$ cat config.mk
export PLATFORM = sky130hd
export DESIGN_NAME = pipe_stage_elastic
export DESIGN_NICKNAME = d
export VERILOG_FILES = /design/src/rtl/pipe_stage_elastic.sv
export SDC_FILE = /design/constraint.sdc
export NUM_CORES = 1
export LEC_CHECK = 0
export BUFFER_PORTS_ARGS = -buffer_cell sky130_fd_sc_hd__clkbuf_2
export CAP_MARGIN = 20
export CORE_MARGIN = 4
export CORE_UTILIZATION = 50
export CTS_CLUSTER_SIZE = 8
export DETAILED_ROUTE_END_ITERATION = 8
export MAX_ROUTING_LAYER = met4
export PLACE_DENSITY = 0.93
export SETUP_SLACK_MARGIN = 0.02
export SYNTH_ARGS = -nofsm -noshare
export SYNTH_HDL_FRONTEND = slang
export SYNTH_SLANG_ARGS = --single-unit
export TNS_END_PERCENT = 5
$ cat constraint.sdc
create_clock -name clk -period 3.5 [get_ports clk]
set_clock_uncertainty 0.2 [all_clocks]
set_input_delay 0.35 -clock clk [delete_from_list [all_inputs] [get_ports clk]]
set_output_delay 0.35 -clock clk [all_outputs]
set_load 0.05 [all_outputs]
$ cat src/rtl/pipe_stage_elastic.sv
// Elastic valid/ready pipeline-stage register with flush and ctrl masking.
// Define PIPE_STAGE_SKID_EN for the 2-entry skid variant with a registered in_ready.
//
// state   | meaning
// S_EMPTY | no entry held
// S_ONE   | head entry in main reg
// S_TWO   | main and skid regs both full (skid build only)
module pipe_stage_elastic #(
   parameter int DATA_WIDTH = 128,
   parameter int CTRL_WIDTH = 2
) (
   input  logic                  clk,
   input  logic                  reset_n,
   input  logic                  flush,
   input  logic                  in_valid,
   output logic                  in_ready,
   input  logic [DATA_WIDTH-1:0] in_data,
   input  logic [CTRL_WIDTH-1:0] in_ctrl,
   output logic                  out_valid,
   input  logic                  out_ready,
   output logic [DATA_WIDTH-1:0] out_data,
   output logic [CTRL_WIDTH-1:0] out_ctrl,
   output logic [1:0]            occupancy
);

   typedef enum logic [1:0] {
      S_EMPTY = 2'd0,
      S_ONE   = 2'd1,
      S_TWO   = 2'd2
   } state_t;

   state_t                state_q, state_d;
   logic [DATA_WIDTH-1:0] main_data_q, main_data_d;
   logic [CTRL_WIDTH-1:0] main_ctrl_q, main_ctrl_d;
   logic                  in_fire, out_fire;

`ifdef PIPE_STAGE_SKID_EN
   logic [DATA_WIDTH-1:0] skid_data_q, skid_data_d;
   logic [CTRL_WIDTH-1:0] skid_ctrl_q, skid_ctrl_d;
   logic                  in_ready_q, in_ready_d;

   assign in_ready = in_ready_q;
`else
   assign in_ready = ~out_valid | out_ready;
`endif

   assign out_valid = (state_q != S_EMPTY);
   assign out_data  = main_data_q;
   assign out_ctrl  = main_ctrl_q & {CTRL_WIDTH{out_valid}};
   assign occupancy = state_q;
   assign in_fire   = in_valid & in_ready;
   assign out_fire  = out_valid & out_ready;

   always_comb begin
      state_d     = state_q;
      main_data_d = main_data_q;
      main_ctrl_d = main_ctrl_q;
`ifdef PIPE_STAGE_SKID_EN
      skid_data_d = skid_data_q;
      skid_ctrl_d = skid_ctrl_q;
`endif
      if (flush) begin
         // payload regs are left alone; only ctrl must die so nothing commits
         state_d     = S_EMPTY;
         main_ctrl_d = '0;
`ifdef PIPE_STAGE_SKID_EN
         skid_ctrl_d = '0;
`endif
      end else begin
         case (state_q)
            S_EMPTY: begin
               if (in_fire) begin
                  state_d     = S_ONE;
                  main_data_d = in_data;
                  main_ctrl_d = in_ctrl;
               end
            end
            S_ONE: begin
               if (in_fire && out_fire) begin
                  main_data_d = in_data;
                  main_ctrl_d = in_ctrl;
`ifdef PIPE_STAGE_SKID_EN
               end else if (in_fire) begin
                  state_d     = S_TWO;
                  skid_data_d = in_data;
                  skid_ctrl_d = in_ctrl;
`endif
               end else if (out_fire) begin
                  state_d = S_EMPTY;
               end
            end
`ifdef PIPE_STAGE_SKID_EN
            S_TWO: begin
               if (out_fire) begin
                  state_d     = S_ONE;
                  main_data_d = skid_data_q;
                  main_ctrl_d = skid_ctrl_q;
               end
            end
`endif
            default: state_d = S_EMPTY;
         endcase
      end
`ifdef PIPE_STAGE_SKID_EN
      in_ready_d = (state_d != S_TWO);
`endif
   end

   always_ff @(posedge clk or negedge reset_n) begin
      if (!reset_n) begin
         state_q     <= S_EMPTY;
         main_data_q <= '0;
         main_ctrl_q <= '0;
`ifdef PIPE_STAGE_SKID_EN
         skid_data_q <= '0;
         skid_ctrl_q <= '0;
         in_ready_q  <= 1'b1;
`endif
      end else begin
         state_q     <= state_d;
         main_data_q <= main_data_d;
         main_ctrl_q <= main_ctrl_d;
`ifdef PIPE_STAGE_SKID_EN
         skid_data_q <= skid_data_d;
         skid_ctrl_q <= skid_ctrl_d;
         in_ready_q  <= in_ready_d;
`endif
      end
   end

endmodule

# Yosys cells after proc, flatten, opt, wreduce, memory -nomap -nowiden
# Index checks and enable logic that the tools add are counted.
# word_totals
regBits	132
in_bits	135
output_inout_bits	134
# classes
n_eq_ne	7
muxes	12
bitwise_logic	6
n_reduce_logical	8
# ops
operator	n
$mux W128	2
$pmux W128 S2	1
$mux W2	7
$ne A3 B3 Y1 const B	4
$pmux W2 S2	2
$reduce_and A3 Y1	2
$ne A2 B2 Y1 const B	2
$reduce_and A4 Y1	1
$reduce_bool A2 Y1	2
$reduce_bool A3 Y1	1
$and A1 B1 Y1	2
$and A2 B2 Y2	1
$eq A2 B1 Y1 const B	1
$logic_not A2 Y1	1
$not A1 Y1	2
$logic_and A1 B1 Y1	1
$or A1 B1 Y1	1

# Depth between registers and ports, before layout
# Gate-level depths: netlist of run 1.
# logic_depth
depth_word	8
depth_mapped	5
depth_no_buf	4

# Worst setup path after synthesis of run 1
# OpenSTA, ideal clock, no wires.
# synth_timing
kind	reg-to-reg
startpoint	register state_q[0] (netlist: occupancy[0])
endpoint	register main_data_q[0] (netlist: out_data[0])
t_arrival_ns	1.603
t_required_ns	3.175
setup_slack_ns	1.572
stages_incl_launch_ff	6
n_path_buf	2
period_less_slack_ns	1.928
cell_sequence	dfrtp_1 > nor2b_4 > nor3_4 > buf_12 > buf_12 > mux2_4
# synth_between
elab_chain_len	7
elab_cells_between_ends	13
cone_classes	eq/ne: 3; mux: 1; bitwise: 4; reduce/logical: 5
# synth_rtl
element	line_no	source
start: declaration	32	state_t state_q, state_d;
start signal: assignment	120	state_q <= state_d;
$reduce_bool A2 Y1	47	assign out_valid = (state_q != S_EMPTY);
$not A1 Y1	44	assign in_ready = ~out_valid | out_ready;
$or A1 B1 Y1	44	
$and A1 B1 Y1	51	assign in_fire = in_valid & in_ready;
$logic_and A1 B1 Y1	79	if (in_fire && out_fire) begin
$ne A2 B2 Y1 (no source line)	n/a	
$reduce_and A4 Y1 (no source line)	n/a	
end signal: assignment	121	main_data_q <= main_data_d;
end: declaration	33	logic [DATA_WIDTH-1:0] main_data_q, main_data_d;
# Several ways; a longest one is shown, not always the timed one.
# A chain may end at the register's enable or synchronous reset.

# Final worst setup path of run 1
# layout_timing
startpoint	input flush
endpoint	register main_data_q[82] (netlist: out_data[82])
# layout_between
elab_chain_len	2
# layout_rtl
element	line_no	source
start: declaration	14	input logic flush,
$not A1 Y1 (no source line)	n/a	
$reduce_and A4 Y1 (no source line)	n/a	
# Every way passes these cells.

==> metrics.txt, run 1 <==
status=complete, no violations; Clock Path Buffers=2; cell family with most CP delay=buffers and inverters; Slowest-stage cell, CP=buf_4; die width=113 um; syn avg cell area=between 15 and 20 um^2; core box area=between 0.01 and 0.015 mm^2; crit end category=flip-flop; Worst Hold Class=in2reg; leakage power=4.39 nW; crit path max fanout=49; Vias=between 4,000 and 5,000; multi-input logic area=approximately 0.0019 mm^2; register area share after synthesis=about three fifths; CTS Buf Count=17; # setup viols final=0; Area Overhead vs Synth=58.6%; fillers=517; Root Driver=clkbuf_8; Cells after Synth=approximately 290; CTS clock-pin slew for the worst setup and hold paths=roughly 0.050 ns; initial drt markers=between 200 and 250; Setup Crit Path Kind=in2reg; CP bufs+invs=3; Post-synth EDFFs=0; Cell variety after synth=17; worst-skew pair later-pin latency=0.50 ns; Synth async-reset ratio=100%; GR Util All Layers=roughly 28%; RSZ-0062 raised after global routing=false; Main synth FF type=dfrtp_1; layout cells sized above 1=around three fifths; H-tree depth=4; top-area cell type share of the netlist area=about three fifths; largest cells by area after synthesis=dfrtp_1, mux2_4, mux2_2, buf_12, buf_8; die height=approximately 110 um; commonest non-fill, non-tap cell in the layout=clkbuf_2; Final #Nets=830; total power=around 0.0056 W; CTS tree=done; clock sinks=131; CP startpoint kind=primary input; setup_tns=0 ns; Area after DPL=just under 0.007 mm^2; pin count of the biggest net entering global routing=78; port bufs=267; VDD IR max=approximately 0.36 mV; Max Clk Rate=~0.42 GHz; Worst-Margin Slew=0.834 ns; 1st-pass router iterations=4; post-CTS sizing=0; WL/cell=between 20 and 25 um; post-synth net total=424; Final Slew Violations=0; Max Cap Viol=0; number of global-route vias before repair=4,814; Antenna diodes=0; Slew headroom=between 40% and 50%; gpl congestion=0.863; yosys synthesis warning count=0; area leader, netlist=dfrtp_1; Ports=approximately 270; final hold vios=0; area of the mapped netlist=roughly 0.0055 mm^2; min Tclk post-route=between 2 and 2.5 ns; Die ar.=approximately 0.013 mm^2; WP data arrival=2.54 ns; HPWL Detailed=~9800 um; hold buffers post-CTS=133; power density over cell area=648 mW/mm^2; initial antenna violation count=0; Seq. cell area=roughly 0.0033 mm^2; global-route wire length before repair=roughly 27,000 um; Core Util, Final=~83%; flops & latches, synth=between 100 and 150; critical-path cell list=dlygate4sd3_1, clkbuf_2, nor3_4, buf_4, mux2_2; DRT Wirelength=17,200 um; Final Cycle Share=67.6%; slowest stage delay, CP=0.66 ns; Rows=37; Worst EP required=3.68 ns; antenna-violating nets left=0; global route overflow=0; Setup Buffers After CTS=0; Initial Util=52.2%; commonest cells after routing, fill and taps aside=clkbuf_2, dlygate4sd3_1, dfrtp_1, mux2_4, mux2_2; DRC viols=0; Via density=between 4 and 5; fin area=just under 0.009 mm^2
-- per-layer routing --
metal	up-vias	global-route usage [%]	share of wire (%)
li1	1822	-	-
met1	2078	30.5	37
met2	221	49.7	53
met3	49	6.36	6.3
met4	0	11.2	3.3
met5	-	-	0
-- power by group --
| part | internal, W | total [W] | switching, W | leakage [nW] |
|---|---|---|---|---|
| Clock | 0.00110 | 0.00173 | 0.000630 | 0.278 |
| Combinational | 0.000642 | 0.00192 | 0.00128 | 2.57 |
| Sequential | 0.00177 | 0.00196 | 0.000183 | 1.54 |
| Total | 0.00352 | 0.00561 | 0.00209 | 4.39 |
-- path summary, 6_finish.rpt --
path | startpoint | to | slack [ns] | cells past startpoint
hold reg to reg | out_data[60] | out_data[60] | 0.31 | 1
setup / recovery | flush | out_data[82] | 1.13 | 5
max in group asynchronous | reset_n | out_data[89] | 1.95 | 3
setup reg to reg | occupancy[0] | out_data[82] | 1.21 | 4
hold / removal | out_ready | occupancy[0] | 0.08 | 4
min in group asynchronous | reset_n | out_data[77] | 0.30 | 2
-- sequential cells by signal, indices dropped and copies added, names as in the netlist --
register / flops
occupancy: 1
main_ctrl_q: 2
out_data: 128
-- cell families (layout without fill, tap and decap cells) --
group / after synthesis / after routing / share of synthesized area, %
AO/OA/AOI/OAI: 5 / 5 / 0.458
buffers and inverters: 18 / 436 / 5.20
multiplexers: 128 / 128 / 33.3
AND/OR/NAND/NOR: 6 / 6 / 0.962
other: 1 / 1 / 0.0687
flip-flops: 131 / 131 / 60.0
-- Yosys cell counts (2+ instances only) --
cell and n:
a21oi_1 3, and2_1 2, buf_12 11, buf_4 2
buf_8 2, dfrtp_1 131, mux2_2 27, mux2_4 100
nand3_1 2, o21ai_0 2
-- worst reg2reg max path, cell delays in order (launching register included) --
cell     delay (ns)
dfrtp_1        0.41
nor2b_4        0.16
nor3_4         0.28
buf_4          0.66
mux2_2         0.46
-- area by class of cell --
class	instances	area share [%]
Clock buffer	23	5.62
Clock inverter	8	1.16
Inverter	2	0.0867
Multi-Input combinational cell	140	21.9
Sequential cell	131	37.9
Tap cell	136	1.97
Timing Repair Buffer	403	31.4
-- per-stage QoR --
stage	std cells	hold WS (ns)	setup slack (ns)
5_1_grt	843	0.0685	1.09
6_report	843	0.0849	1.13
3_3_place_gp	679	0.274	1.33
3_5_place_dp	679	0.293	1.24
2_1_floorplan	289	-0.146	1.57
4_1_cts	843	0.0193	1.25
No activity file was read; power rests on OpenSTA's default activity.
==> inputs of run 2 (changes only) <==
--- a/config.mk
+++ b/config.mk
@@ -8,11 +8,11 @@
 export BUFFER_PORTS_ARGS = -buffer_cell sky130_fd_sc_hd__clkbuf_2
 export CAP_MARGIN = 20
 export CORE_MARGIN = 4
-export CORE_UTILIZATION = 50
+export CORE_UTILIZATION = 46
 export CTS_CLUSTER_SIZE = 8
 export DETAILED_ROUTE_END_ITERATION = 8
 export MAX_ROUTING_LAYER = met4
-export PLACE_DENSITY = 0.93
+export PLACE_DENSITY = 0.87
 export SETUP_SLACK_MARGIN = 0.02
 export SYNTH_ARGS = -nofsm -noshare
 export SYNTH_HDL_FRONTEND = slang
==> constraint.sdc (replaced) <==
create_clock -name clk -period 2.2 [get_ports clk]
set_clock_uncertainty 0.2 [all_clocks]
set_input_delay 0.22 -clock clk [delete_from_list [all_inputs] [get_ports clk]]
set_output_delay 0.22 -clock clk [all_outputs]
set_load 0.05 [all_outputs]
==> run 2 against run 1 <==
- hold slack lost 0.027 ns
- cell count is 2.5% higher
- sequential share of layout area shrank 0.62 points
- first-iteration DRC count fell by 8.5%
- power increased by 60%
- critical path type unchanged
==> metrics.txt, run 2 (synthesis results as in run 1) <==
status=complete, no violations; Slowest-stage cell, CP=dlygate4sd3_1; DRC viols=0; Clock Path Buffers=2; H-tree depth=4; Worst Hold Class=in2reg; Reg-to-Reg End=out_data[83]; Initial Util=~47%; reg-to-reg startpoint=occupancy[0]; RSZ-0062 raised after global routing=false; number of global-route vias before repair=4,862; Ports=about 270; Hold Path Depth=4; Worst EP required=between 2 and 2.5 ns; R2R setup slack=approximately 0.26 ns; pre-CTS setup slack=around 0.28 ns; WL/cell=between 15 and 20 um; fillers=between 600 and 700; Area Overhead vs Synth=61.2%; Final Cycle Share=between 80% and 90%; Final Slew Violations=0; commonest non-fill, non-tap cell in the layout=clkbuf_2; Reg2Reg Depth=5; clock sinks=131; Hold EP=main_ctrl_q[0]; global route overflow=0; Die ar.=0.0137 mm^2; Via density=4.87; Setup WS post-layout=0.221 ns; CTS tree=done; gpl congestion=0.740; Max Clk Rate=about 0.51 GHz; global-route wire length before repair=25,700 um; Setup Crit Path Kind=in2reg; GR Layer Usage met3=around 6.4%; post-CTS sizing=0; die height=117 um; min Tclk post-route=~2 ns; # setup viols final=0; port bufs=between 200 and 300; CTS Buf Count=17; critical-path cell list=dlygate4sd3_1, clkbuf_2, nor3_4, buf_12, buf_12, mux2_2; Vias=4,204; setup_tns=0 ns; Root Driver=clkbuf_16; crit end category=flip-flop; initial drt markers=between 200 and 250; pin count of the biggest net entering global routing=just under 70; initial antenna violation count=0; core box area=between 0.01 and 0.015 mm^2; HPWL Detailed=9680 um; GR Layer Usage met2=about 45%; power density over cell area=between 1000 and 1500 mW/mm^2; crit path max fanout=31; grt met1 use=between 20% and 30%; layout cells sized above 1=61.4%; 1st-pass router iterations=5; Rows=39; Final #Nets=about 840; slowest stage delay, CP=~0.55 ns; CP startpoint kind=primary input; max reg flops=128; Max Cap Viol=0; WHS=about 0.058 ns; die width=~120 um; GR Util All Layers=a little over a quarter; WP data arrival=2.07 ns; VDD IR max=between 0.5 and 0.6 mV; final hold vios=0; GRT Max-Usage Layer=met2; worst-skew pair later-pin latency=0.41 ns; antenna-violating nets left=0; CTS clock-pin slew for the worst setup and hold paths=about 0.060 ns; leakage power=4.46 nW; commonest cells after routing, fill and taps aside=clkbuf_2, dlygate4sd3_1, dfrtp_1, mux2_4, mux2_2; DRT Wirelength=around 17,000 um; most used cell, CP=buf_12; hold path startpoint=out_ready
==> run 2: cell count changes in the layout (fill, tap and decap cells not counted), sizes merged <==
cell         delta
clkinv          +4
diode           +1
buf            +10
dlygate4sd3     +2
clkinvlp        +1
clkbuf          -4
==> run 2: worst max-delay path: cells and delay by family <==
| kind | cells | cell delay, ns |
|---|---|---|
| buf+inv | 4 | 1.23 |
| mux | 1 | 0.38 |
| simple gates | 1 | 0.22 |
==> run 2: worst max-delay path by stage <==
stage | cells past startpoint | startpoint | endpoint
6_report | 6 | flush | out_data[83]
2_1_floorplan | 5 | occupancy[0] | out_data[0]
4_1_cts | 6 | flush | out_data[83]
3_5_place_dp | 5 | occupancy[0] | out_data[78]
5_1_grt | 7 | in_valid | out_data[83]
3_3_place_gp | 5 | occupancy[0] | out_data[79]
==> run 2: where the power goes <==
group | switching, W | leakage, nW | total, W | internal [W]
clock network | 0.00107 | 0.277 | 0.00279 | 0.00172
logic | 0.00204 | 2.64 | 0.00309 | 0.00104
registers | 0.000277 | 1.54 | 0.00310 | 0.00282
==> run 2: repair_timing <==
item                                   4_1_cts  5_1_grt
endpoints found under the hold margin      262        0
hold buffers                               135        0
setup buffers                                0        0
==> run 2: layer usage <==
layer / vias up / part of all wire [%]
met4: 0 / 4.2
met2: 227 / 52
li1: 1842 / -
met1: 2071 / 37
met3: 64 / 6.6
met5: - / 0
==> run 2: area by class of cell <==
cell class | count | area, um^2 | area share (%)
Clock buffer | 19 | 453 | 5.14
Antenna cell | 1 | 2.50 | 0.0284
Inverter | 2 | 7.51 | 0.0853
Timing Repair Buffer | 415 | 2850 | 32.4
Sequential cell | 131 | 3280 | 37.2
Multi-Input combinational cell | 140 | 1900 | 21.6
Tap cell | 143 | 179 | 2.03
Clock inverter | 13 | 135 | 1.53
==> run 2: stage by stage <==
step | utilization, % | cell area [um^2] | power [W] | cells
3_5_place_dp | 59.6 | 6860 | 0.00594 | 696
6_report | 76.4 | 8800 | 0.00897 | 864
5_1_grt | 76.4 | 8800 | 0.00926 | 863
3_3_place_gp | 59.6 | 6860 | 0.00587 | 696
2_1_floorplan | - | 5460 | 0.00521 | 289
4_1_cts | 76.4 | 8800 | 0.00893 | 863
==> inputs of run 3 (changes only) <==
--- a/config.mk
+++ b/config.mk
@@ -7,12 +7,14 @@
 export LEC_CHECK = 0
 export BUFFER_PORTS_ARGS = -buffer_cell sky130_fd_sc_hd__clkbuf_2
 export CAP_MARGIN = 20
+export CELL_PAD_IN_SITES_DETAIL_PLACEMENT = 0
+export CELL_PAD_IN_SITES_GLOBAL_PLACEMENT = 1
 export CORE_MARGIN = 4
-export CORE_UTILIZATION = 46
+export CORE_UTILIZATION = 37
 export CTS_CLUSTER_SIZE = 8
 export DETAILED_ROUTE_END_ITERATION = 8
 export MAX_ROUTING_LAYER = met4
-export PLACE_DENSITY = 0.87
+export PLACE_DENSITY = 0.88
 export SETUP_SLACK_MARGIN = 0.02
 export SYNTH_ARGS = -nofsm -noshare
 export SYNTH_HDL_FRONTEND = slang
==> run 3 against run 2 <==
- combinational power shrank 2%
- clock-buffer cell count grew 1
- sequential cell count is the same
- critical path depth grew 1
- cell count grew 5.4%
- first-iteration DRC count shrank 36%
- critical path type unchanged
==> metrics.txt, run 3 (synthesis results as in run 1) <==
status=complete, no violations; crit path max fanout=38; Max Cap Viol=0; fillers=1,043; commonest non-fill, non-tap cell in the layout=clkbuf_2; Max Clk Rate=~0.52 GHz; CTS clock-pin slew for the worst setup and hold paths=around 0.06 ns; cell family with most CP delay=buffers and inverters; Slowest-stage cell, CP=dlygate4sd3_1; Area Overhead vs Synth=63.6%; port bufs=267; number of global-route vias before repair=~4,500; HPWL Detailed=9540 um; # setup viols final=0; VDD IR max=0.601 mV; fin area=around 0.009 mm^2; Root Driver=clkbuf_16; GRT Max-Usage Layer=met2; grt met1 use=around a fifth; global-route wire length before repair=about 23,000 um; die height=between 100 and 150 um; commonest cells after routing, fill and taps aside=clkbuf_2, dlygate4sd3_1, dfrtp_1, mux2_4, mux2_2; Setup WS post-layout=about 0.29 ns; CP startpoint kind=primary input; WP data arrival=2.01 ns; Final Slew Violations=0; clock sinks=roughly 130; DRC viols=0; Worst EP required=2.29 ns; Area after DPL=~0.007 mm^2; Worst Hold Class=in2async; layout cells sized above 1=61.5%; 1st-pass router iterations=4; final hold vios=0; critical-path cell list=dlygate4sd3_1, clkbuf_2, inv_2, nor3_4, buf_12, buf_4, mux2_4; Vias=about 4,000; CTS tree=done; min Tclk post-route=~1.9 ns; Ports=269; Rows=44; slowest stage delay, CP=0.53 ns; global route overflow=0; CTS Buf Count=17; gpl congestion=between 0.7 and 0.8; leakage power=around 4.5 nW; WL/cell=roughly 16 um; GR Util All Layers=a little under a fifth; Final #Nets=around 850; total power=about 0.009 W; initial drt markers=between 100 and 150; crit end category=flip-flop; CP bufs+invs=5; max reg flops=roughly 130; Initial Util=a little under two fifths; core box area=roughly 0.014 mm^2; GR Layer Usage met2=between 30 and 40%; RSZ-0062 raised after global routing=false; die width=roughly 130 um; initial antenna violation count=1; post-CTS sizing=0; pin count of the biggest net entering global routing=a little under 50; DRT Wirelength=14,900 um; Clock Path Buffers=2; worst-skew pair later-pin latency=0.41 ns; Die ar.=between 0.015 and 0.02 mm^2; power density over cell area=1010 mW/mm^2; GR Layer Usage met3=roughly 5.6%; setup_tns=0 ns; Via density=approximately 4.4; antenna-violating nets left=0; pre-CTS setup slack=around 0.3 ns; Final Cycle Share=between 80% and 90%; Setup Crit Path Kind=in2reg; H-tree depth=4
-- run 3: power breakdown --
group / leakage [nW] / switching, W / internal, W
Clock: 0.302 / 0.00105 / 0.00187
Combinational: 2.67 / 0.00199 / 0.00105
Sequential: 1.54 / 0.000247 / 0.00282
-- run 3: cell type report --
| cell class | instances | area [um^2] | share of cell area [%] |
|---|---|---|---|
| well taps | 184 | 230 | 2.58 |
| diodes | 2 | 5.00 | 0.0560 |
| clock inverters | 12 | 155 | 1.74 |
| flip-flops and latches | 131 | 3280 | 36.7 |
| inverters | 2 | 7.51 | 0.0840 |
| multi-input cells | 140 | 1900 | 21.2 |
| clock buffers | 20 | 467 | 5.22 |
| repair buffers | 420 | 2890 | 32.4 |
-- run 3: final timing paths --
| path | from | endpoint | slack [ns] | cells after the start |
|---|---|---|---|---|
| worst min-delay path | reset_n | out_data[33] | 0.10 | 2 |
| max in group asynchronous | reset_n | out_data[53] | 1.10 | 3 |
| worst max-delay path | in_valid | out_data[124] | 0.29 | 7 |
| worst min register to register | out_data[75] | out_data[75] | 0.30 | 1 |
| min in group clk | out_data[75] | out_data[75] | 0.30 | 1 |
| worst max register to register | occupancy[0] | out_data[124] | 0.30 | 5 |
-- run 3: per-stage QoR --
step / utilization [%] / std cells / hold slack, ns
floorplan: - / 289 / -0.276
global placement: 48.0 / 741 / -0.0385
detailed placement: 48.0 / 741 / -0.0294
CTS: 61.7 / 909 / 0.0940
global route: 61.7 / 910 / 0.139
finish: 61.7 / 911 / 0.104
-- run 3: per-layer routing --
metal  vias to the layer above  routed length (um)
met4                         0                 396
met3                        33                1080
met2                       172                7560
met5                         -                   0
met1                      1911                5840
li1                       1851                   -
-- run 3: repair_timing --
item / 4_1_cts / 5_1_grt
buffers inserted: 0 / 0
endpoints found under the hold margin: 262 / 0
hold buffers: 136 / 0
